===== src/rtl/cmos_pkg.sv =====
// Shared types and constants for the RGB565 DVP capture block.
package cmos_pkg;

  typedef enum logic [1:0] {
    ST_SKIP   = 2'd0,
    ST_WAIT   = 2'd1,
    ST_ACTIVE = 2'd2
  } cap_state_e;

  localparam int unsigned R_W   = 5;
  localparam int unsigned G_W   = 6;
  localparam int unsigned B_W   = 5;
  localparam int unsigned PIX_W = R_W + G_W + B_W;

  localparam int unsigned DEF_H_ACTIVE = 640;
  localparam int unsigned DEF_V_ACTIVE = 480;

endpackage


===== src/rtl/cmos_byte_pack.sv =====
// Pairs consecutive DVP bytes (high byte first) into one RGB565 word and
// emits a single-cycle strobe on the second byte when enabled.
module cmos_byte_pack
  import cmos_pkg::*;
(
  input  logic             clk_i,
  input  logic             rst_ni,
  input  logic             href_i,
  input  logic             en_i,
  input  logic [7:0]       byte_i,
  output logic [PIX_W-1:0] data_o,
  output logic             valid_o
);

  logic             toggle_q, toggle_d;
  logic [7:0]       hi_q, hi_d;
  logic [PIX_W-1:0] data_q, data_d;
  logic             valid_q, valid_d;

  // Toggle falls back to 0 whenever href is low, so an odd trailing byte is dropped.
  always_comb begin
    toggle_d = 1'b0;
    hi_d     = hi_q;
    data_d   = data_q;
    valid_d  = 1'b0;
    if (href_i) begin
      toggle_d = ~toggle_q;
      if (!toggle_q) begin
        hi_d = byte_i;
      end else if (en_i) begin
        data_d  = {hi_q, byte_i};
        valid_d = 1'b1;
      end
    end
  end

  always_ff @(posedge clk_i or negedge rst_ni) begin
    if (!rst_ni) begin
      toggle_q <= 1'b0;
      hi_q     <= '0;
      data_q   <= '0;
      valid_q  <= 1'b0;
    end else begin
      toggle_q <= toggle_d;
      hi_q     <= hi_d;
      data_q   <= data_d;
      valid_q  <= valid_d;
    end
  end

  assign data_o  = data_q;
  assign valid_o = valid_q;

endmodule


===== src/rtl/cmos_capture_rgb565.sv =====
// DVP RGB565 capture: settle-frame skip, frame-boundary capture enable, aligned outputs.
// Optional line/frame length checker enabled by defining CMOS_CAPTURE_ERR_EN.
module cmos_capture_rgb565
  import cmos_pkg::*;
#(
  parameter int unsigned SKIP_FRAMES = 10,
  parameter int unsigned H_ACTIVE    = DEF_H_ACTIVE,
  parameter int unsigned V_ACTIVE    = DEF_V_ACTIVE
)(
  input  logic             cmos0_pclk,
  input  logic             sys_rst_n,
  input  logic             cam_vsync,
  input  logic             cam_href,
  input  logic [7:0]       cam_data,
  input  logic             cap_en,
  output logic             cmos_frame_vsync,
  output logic             cmos_frame_href,
  output logic [PIX_W-1:0] cmos_frame_data,
  output logic             cmos_frame_valid,
  output logic [7:0]       frame_cnt,
  output logic [1:0]       err_flags
);

  logic        vs_q, vs_qq, hr_q, hr_qq;
  logic [7:0]  dat_q;
  cap_state_e  state_q, state_d;
  logic [31:0] skip_q, skip_d;
  logic [7:0]  frame_cnt_q, frame_cnt_d;
  logic        vs_rise, active;

  localparam bit GEOM_OK = (H_ACTIVE > 0) && (V_ACTIVE > 0);

  always_ff @(posedge cmos0_pclk or negedge sys_rst_n) begin
    if (!sys_rst_n) begin
      vs_q        <= 1'b0;
      vs_qq       <= 1'b0;
      hr_q        <= 1'b0;
      hr_qq       <= 1'b0;
      dat_q       <= '0;
      state_q     <= ST_SKIP;
      skip_q      <= '0;
      frame_cnt_q <= '0;
    end else begin
      vs_q        <= cam_vsync;
      vs_qq       <= vs_q;
      hr_q        <= cam_href;
      hr_qq       <= hr_q;
      dat_q       <= cam_data;
      state_q     <= state_d;
      skip_q      <= skip_d;
      frame_cnt_q <= frame_cnt_d;
    end
  end

  assign vs_rise = vs_q & ~vs_qq;
  assign active  = (state_q == ST_ACTIVE);

  always_comb begin
    state_d     = state_q;
    skip_d      = skip_q;
    frame_cnt_d = frame_cnt_q;
    if (vs_rise) begin
      unique case (state_q)
        ST_SKIP: begin
          if (skip_q < SKIP_FRAMES) skip_d = skip_q + 32'd1;
          if (skip_q + 32'd1 >= SKIP_FRAMES) state_d = ST_WAIT;
        end
        ST_WAIT: begin
          if (cap_en) state_d = ST_ACTIVE;
        end
        ST_ACTIVE: begin
          frame_cnt_d = frame_cnt_q + 8'd1;
          if (!cap_en) state_d = ST_WAIT;
        end
        default: state_d = ST_SKIP;
      endcase
    end
  end

  cmos_byte_pack u_pack (
    .clk_i   (cmos0_pclk),
    .rst_ni  (sys_rst_n),
    .href_i  (hr_q),
    .en_i    (active),
    .byte_i  (dat_q),
    .data_o  (cmos_frame_data),
    .valid_o (cmos_frame_valid)
  );

  // Two-stage sync copies line up with the packer's strobe latency.
  assign cmos_frame_vsync = vs_qq & active;
  assign cmos_frame_href  = hr_qq & active;
  assign frame_cnt        = frame_cnt_q;

`ifdef CMOS_CAPTURE_ERR_EN
  localparam logic [14:0] H_EXP = 15'(H_ACTIVE);
  localparam logic [15:0] V_EXP = 16'(V_ACTIVE);

  logic [15:0] byte_cnt_q, byte_cnt_d;
  logic [15:0] line_cnt_q, line_cnt_d;
  logic [1:0]  err_q, err_d;
  logic        hr_fall;

  assign hr_fall = hr_qq & ~hr_q;

  // Bytes are counted rather than strobes: pixels = bytes/2, odd length = bit 0.
  always_comb begin
    byte_cnt_d = byte_cnt_q;
    line_cnt_d = line_cnt_q;
    err_d      = err_q;
    if (hr_q) byte_cnt_d = byte_cnt_q + 16'd1;
    if (hr_fall) begin
      byte_cnt_d = '0;
      line_cnt_d = line_cnt_q + 16'd1;
      if (active && (byte_cnt_q[0] || (byte_cnt_q[15:1] != H_EXP))) err_d[0] = 1'b1;
    end
    if (vs_rise) begin
      line_cnt_d = '0;
      if (active && (line_cnt_q != V_EXP)) err_d[1] = 1'b1;
    end
  end

  always_ff @(posedge cmos0_pclk or negedge sys_rst_n) begin
    if (!sys_rst_n) begin
      byte_cnt_q <= '0;
      line_cnt_q <= '0;
      err_q      <= '0;
    end else begin
      byte_cnt_q <= byte_cnt_d;
      line_cnt_q <= line_cnt_d;
      err_q      <= err_d;
    end
  end

  assign err_flags = err_q;
`else
  assign err_flags = '0;
`endif

  geom_ok_a: assert property (@(posedge cmos0_pclk) GEOM_OK);

endmodule


===== config.mk =====
export PLATFORM = sky130hd
export DESIGN_NAME = cmos_capture_rgb565
export DESIGN_NICKNAME = d
export VERILOG_FILES = /design/src/rtl/cmos_pkg.sv /design/src/rtl/cmos_byte_pack.sv /design/src/rtl/cmos_capture_rgb565.sv
export SDC_FILE = /design/constraint.sdc
export NUM_CORES = 1
export LEC_CHECK = 0
export ABC_AREA = 1
export BUFFER_PORTS_ARGS = -buffer_cell sky130_fd_sc_hd__buf_2
export CAP_MARGIN = 20
export CORE_MARGIN = 2
export CORE_UTILIZATION = 53
export DETAILED_ROUTE_END_ITERATION = 10
export PLACE_DENSITY = 0.76
export SLEW_MARGIN = 25
export SYNTH_ARGS = -nofsm -noshare
export SYNTH_HDL_FRONTEND = slang
export SYNTH_HIERARCHICAL = 1
export SYNTH_SLANG_ARGS = --single-unit

===== constraint.sdc =====
create_clock -name cmos0_pclk -period 1.72 [get_ports cmos0_pclk]
set_input_delay 0.258 -clock cmos0_pclk [delete_from_list [all_inputs] [get_ports cmos0_pclk]]
set_output_delay 0.258 -clock cmos0_pclk [all_outputs]
set_load 0.05 [all_outputs]

# == Word-level counts from Yosys, hierarchy flattened ==
# Cells that the tools add are included.
# word_totals
latch_bits,0
input_bits,13
out_inout_bits,29
register_bits,80
romBits,0
memories,0
ram_bits,0
word_cells,40
# classes
order_cmp,2
bitwise,5
eq_ne,5
mux,8
n_shift,0
n_addsub,2
n_reduce_logical,6
n_div,0
multipliers,0
# op_table
op,n
adder 32 x 1 -> 32 bit (second input constant),1
>= comparator 32 x 4 -> 1 bit (second input constant),1
< comparator 32 x 4 -> 1 bit (second input constant),1
adder 8 x 1 -> 8 bit (second input constant),1
two-way mux 2 bit,3
inequality test 2 bit (second input constant),3
one-hot mux 2 bit (3 select lines),1
AND reduction 3 bit,2
two-way mux 1 bit,4
AND reduction 2 bit,2
AND reduction 4 bit,1
AND 1 bit,3
== test 2 x 1 -> 1 bit (second input constant),1
== test 2 bit (second input constant),1
logical NOT 2 bit,1
NOT 1 bit,2

# == Depth between registers and ports, before layout ==
# logic_depth
word_depth,4
mapped_depth,16

# == By module ==
# Netlist, hierarchy kept.
# by_module_without_submodules
module,area_per_inst_um2,seq_area_each_um2,instances,cells_each
cmos_capture_rgb565,3044.2,1351.3,1,425
cmos_byte_pack,1056.0,650.6,1,111

# == Worst setup path after synthesis ==
# No wires, ideal clock.
# synth_path
path_type,register to register
startpoint,register skip_q[1]
endpoint,register state_q[0]
n_path_buf,0
stages_incl_launch_ff,15
t_required_ns,1.603
path_slack_ns,-0.128
arrival_ns,1.731
path_cell_list,dfrtp_1 > ha_1 > nand2_1 > nor2_2 > nand2_1 > nor2_1 > nand2_1 > nand2_1 > nand3_1 > nor2_1 > nand2_1 > nor2_1 > nand2_1 > nand3_1 > nand2_1
# synth_between
elab_chain_cells,4
# synth_rtl
element,line,source
start: declaration,cmos_capture_rgb565.sv:27,"logic [31:0] skip_q, skip_d;"
start signal: assignment,cmos_capture_rgb565.sv:50,skip_q <= skip_d;
adder 32 x 1 -> 32 bit,cmos_capture_rgb565.sv:66,if (skip_q + 32'd1 >= SKIP_FRAMES) state_d = ST_WAIT;
>= comparator 32 x 4 -> 1 bit,cmos_capture_rgb565.sv:66,
inequality test 2 bit (no source line),-,
AND reduction 4 bit (no source line),-,
end signal: assignment,cmos_capture_rgb565.sv:49,state_q <= state_d;
end: declaration,cmos_capture_rgb565.sv:26,"cap_state_e state_q, state_d;"
# No other way between the ends.
# A chain may end at the register's enable or synchronous reset.

# == Final worst setup path ==
# Ends and elaborated chain as after synthesis.

==> results.json <==
{
  "internal_power_mw": 3.51,
  "fin_skew_ns": 0.0111,
  "finalHoldViolCount": 0,
  "drc": 0,
  "drt_iter0_drc": 260,
  "track_usage": 0.240,
  "synthCells": 536,
  "wl_met1_um": 4200,
  "io_pins": 42,
  "fp.dieH_um": 92.0,
  "max_slew_margin": 0.667,
  "hp-class": "input pin to register",
  "num_antenna_cells": 0,
  "antenna_found_initial": 0,
  "tritoncts": "yes",
  "violations": "setup timing",
  "tightest_slew_ns": 0.496,
  "area_growth_pct": 26.0,
  "register_area_um2": 2010,
  "via_per_inst": 5.05,
  "fill_cells": 634,
  "clk_latency_ns": 0.35,
  "setup_slack_ns": -0.263,
  "ir_drop_mv": 1.06,
  "grt_pass1_vias": 3678,
  "cp-start-kind": "register",
  "worstSetupPathType": "register to register",
  "route.met2.wl_um": 4820,
  "synthTopCellsByArea": "dfrtp_1 (49%), nand2_1 (18%), inv_1 (5.0%)",
  "powerDensity_nw_per_um2": 1130,
  "final_common_cell": "nand2_1",
  "dp_cells": 694,
  "synth-seq-area-share": 0.488,
  "swShare": 0.401,
  "clockRootBuffer": "clkbuf_8",
  "yosysTopAreaCell": "dfrtp_1",
  "place_area_um2": 4730,
  "avgSynthCellArea_um2": 7.65,
  "wl_met3_um": 439,
  "fin_area_um2": 5170,
  "yosys_register_bits": 80,
  "cellLeakagePower_nw": 2.69,
  "cts_buffer_depth": 2,
  "clock-sinks": 80,
  "drtPass1Iterations": 7,
  "initial_core_util": 0.539,
  "layout_min_cycle_time_ns": 1.98,
  "status": "finished with violations",
  "ys_types": 29,
  "drive_gt1_frac": 0.266,
  "power.share.clock": 0.242,
  "vias": 3662,
  "cp.required_ns": 1.95,
  "portBuffers": 39,
  "cp-end-kind": "register",
  "seqPwrFrac": 0.412,
  "multi_input_area_um2": 1860,
  "wl_um": 9660,
  "crit_fanout": 6,
  "cap_violations": 0,
  "finalSetupViolCount": 6,
  "rsz0062_at_grt": "true",
  "ant_nets": 0,
  "clock.fmax_mhz": 504,
  "syn_area_um2": 4100,
  "routabilityCongestion": 0.973,
  "fp.dieW_um": 92.0,
  "cts_buffers": 9,
  "grt-ovfl-total": 0,
  "p_total_mw": 5.86,
  "cp.arrival_ns": 2.21,
  "grt_pass1_wl_um": 16300,
  "coreArea_um2": 7610,
  "synth.top_cell.area_share": 0.488,
  "final_cell_mix": "nand2_1 (186), dfrtp_1 (76), buf_4 (58)",
  "power_frac_comb": 0.346,
  "clk_pin_slew_ns": 0.09,
  "fin_cells": 725,
  "grt_max_degree": 36,
  "p_sw_mw": 2.35,
  "highest_layer": "met4",
  "final_nets": 634,
  "h-tree-depth": 3,
  "avgRoutedWirePerCell_um": 13.3,
  "fp-row-count": 32,
  "dp_hpwl_um": 7080,
  "ys_warn_count": 6,
  "finalCritPeriodShare": 1.15,
  "dieArea_um2": 8460,
  "slew_violations": 0
}
-- per-layer routing --
metal | track usage | up-vias
met5 | 0 | -
met4 | 0.0958 | 0
li1 | - | 1823
met2 | 0.403 | 123
met1 | 0.305 | 1698
met3 | 0.0493 | 18
-- stage by stage --
step / hold WS [ns] / setup TNS [ns] / setup WS, ns / util
floorplan: -0.0376 / -0.000445 / -0.000222 / -
global placement: 0.244 / -0.408 / -0.203 / 0.622
detailed placement: 0.246 / -0.498 / -0.255 / 0.622
CTS: 0.000970 / -0.443 / -0.223 / 0.653
global route: 0.00864 / -1.60 / -0.426 / 0.679
finish: 0.0329 / -0.582 / -0.263 / 0.679
-- critical path: stages, from the launching register on --
cell and delay [ns]:
dfrtp_2 0.45, ha_4 0.20, nand3_4 0.10, nor2_4 0.16, buf_4 0.13, nand4_1 0.07, nand2_1 0.12, nand3_1 0.09
nor2_2 0.15, nand3_2 0.08, nor2_2 0.09, nand2_2 0.09, nand3_1 0.08, nand2_1 0.06
-- cell type report --
type / count / share of cell area
Sequential cell: 80 / 0.388
Multi-Input combinational cell: 364 / 0.360
Timing Repair Buffer: 107 / 0.147
Inverter: 56 / 0.0407
Clock buffer: 10 / 0.0266
Tap cell: 102 / 0.0247
Clock inverter: 6 / 0.0126
-- worst paths after layout --
| kind | start | end | slack [ns] | cells past startpoint |
|---|---|---|---|---|
| worst max-delay path | skip_q[1] | state_q[0] | -0.26 | 13 |
| worst min-delay path | cam_data[4] | dat_q[4] | 0.03 | 1 |
| worst max register to register | skip_q[1] | state_q[0] | -0.26 | 13 |
| worst min register to register | vs_q | vs_qq | 0.38 | 0 |
| max in group asynchronous | sys_rst_n | dat_q[2] | 0.75 | 3 |
| min in group asynchronous | sys_rst_n | skip_q[5] | 0.40 | 2 |
-- timing repair --
| action | 4_1_cts | 5_1_grt |
|---|---|---|
| setup buffers | 1 | 4 |
| hold buffers | 2 | 7 |
| gates cloned | 0 | 1 |
| endpoints found under the setup margin | 4 | 10 |
| resized for setup | 4 | 23 |
| endpoints found under the hold margin | 34 | 7 |
| pin swaps | 2 | 15 |
-- cell usage after synthesis --
master	count
nand4_1	26
nand3_2	1
nand3_4	1
nor2_8	2
a211oi_1	1
buf_2	2
nand2_1	195
conb_1	1
nand3_1	35
nand2_2	4
nand2_4	2
o21ai_0	5
nor3b_1	1
ha_1	3
nor4_1	4
buf_6	1
nor3_1	2
clkbuf_1	28
dfrtp_1	80
nor2_2	5
nand3b_1	4
buf_4	7
inv_1	55
xor2_1	5
xnor2_1	5
o21bai_1	3
nor2_1	54
nor2_4	3
clkinv_1	1
-- registers in the layout, summed over array words and instances, names as in the netlist, 2 cells and up --
| name | flops |
|---|---|
| dat_q | 8 |
| frame_cnt | 8 |
| skip_q | 32 |
| state_q | 2 |
| u_pack/data_o | 16 |
| u_pack/hi_q | 8 |
-- power groups by stage --
stage	Combinational, mW	Clock [mW]	Sequential [mW]
CTS	1.91	1.46	2.41
floorplan	0.792	0	2.97
finish	2.03	1.42	2.41
global route	2.22	1.56	2.45
detailed placement	1.87	0	2.44
global placement	1.82	0	2.43
-- cells by family after synthesis --
kind of cell | share of synthesized area
and+or+nand+nor | 0.372
buffers and inverters | 0.0949
DFF | 0.488
xor gates and xnor gates | 0.0214
AOI/OAI and AO/OA | 0.0134
adders and majority gates | 0.00916
other | 0.000915
No activity file was read; power rests on OpenSTA's default activity.
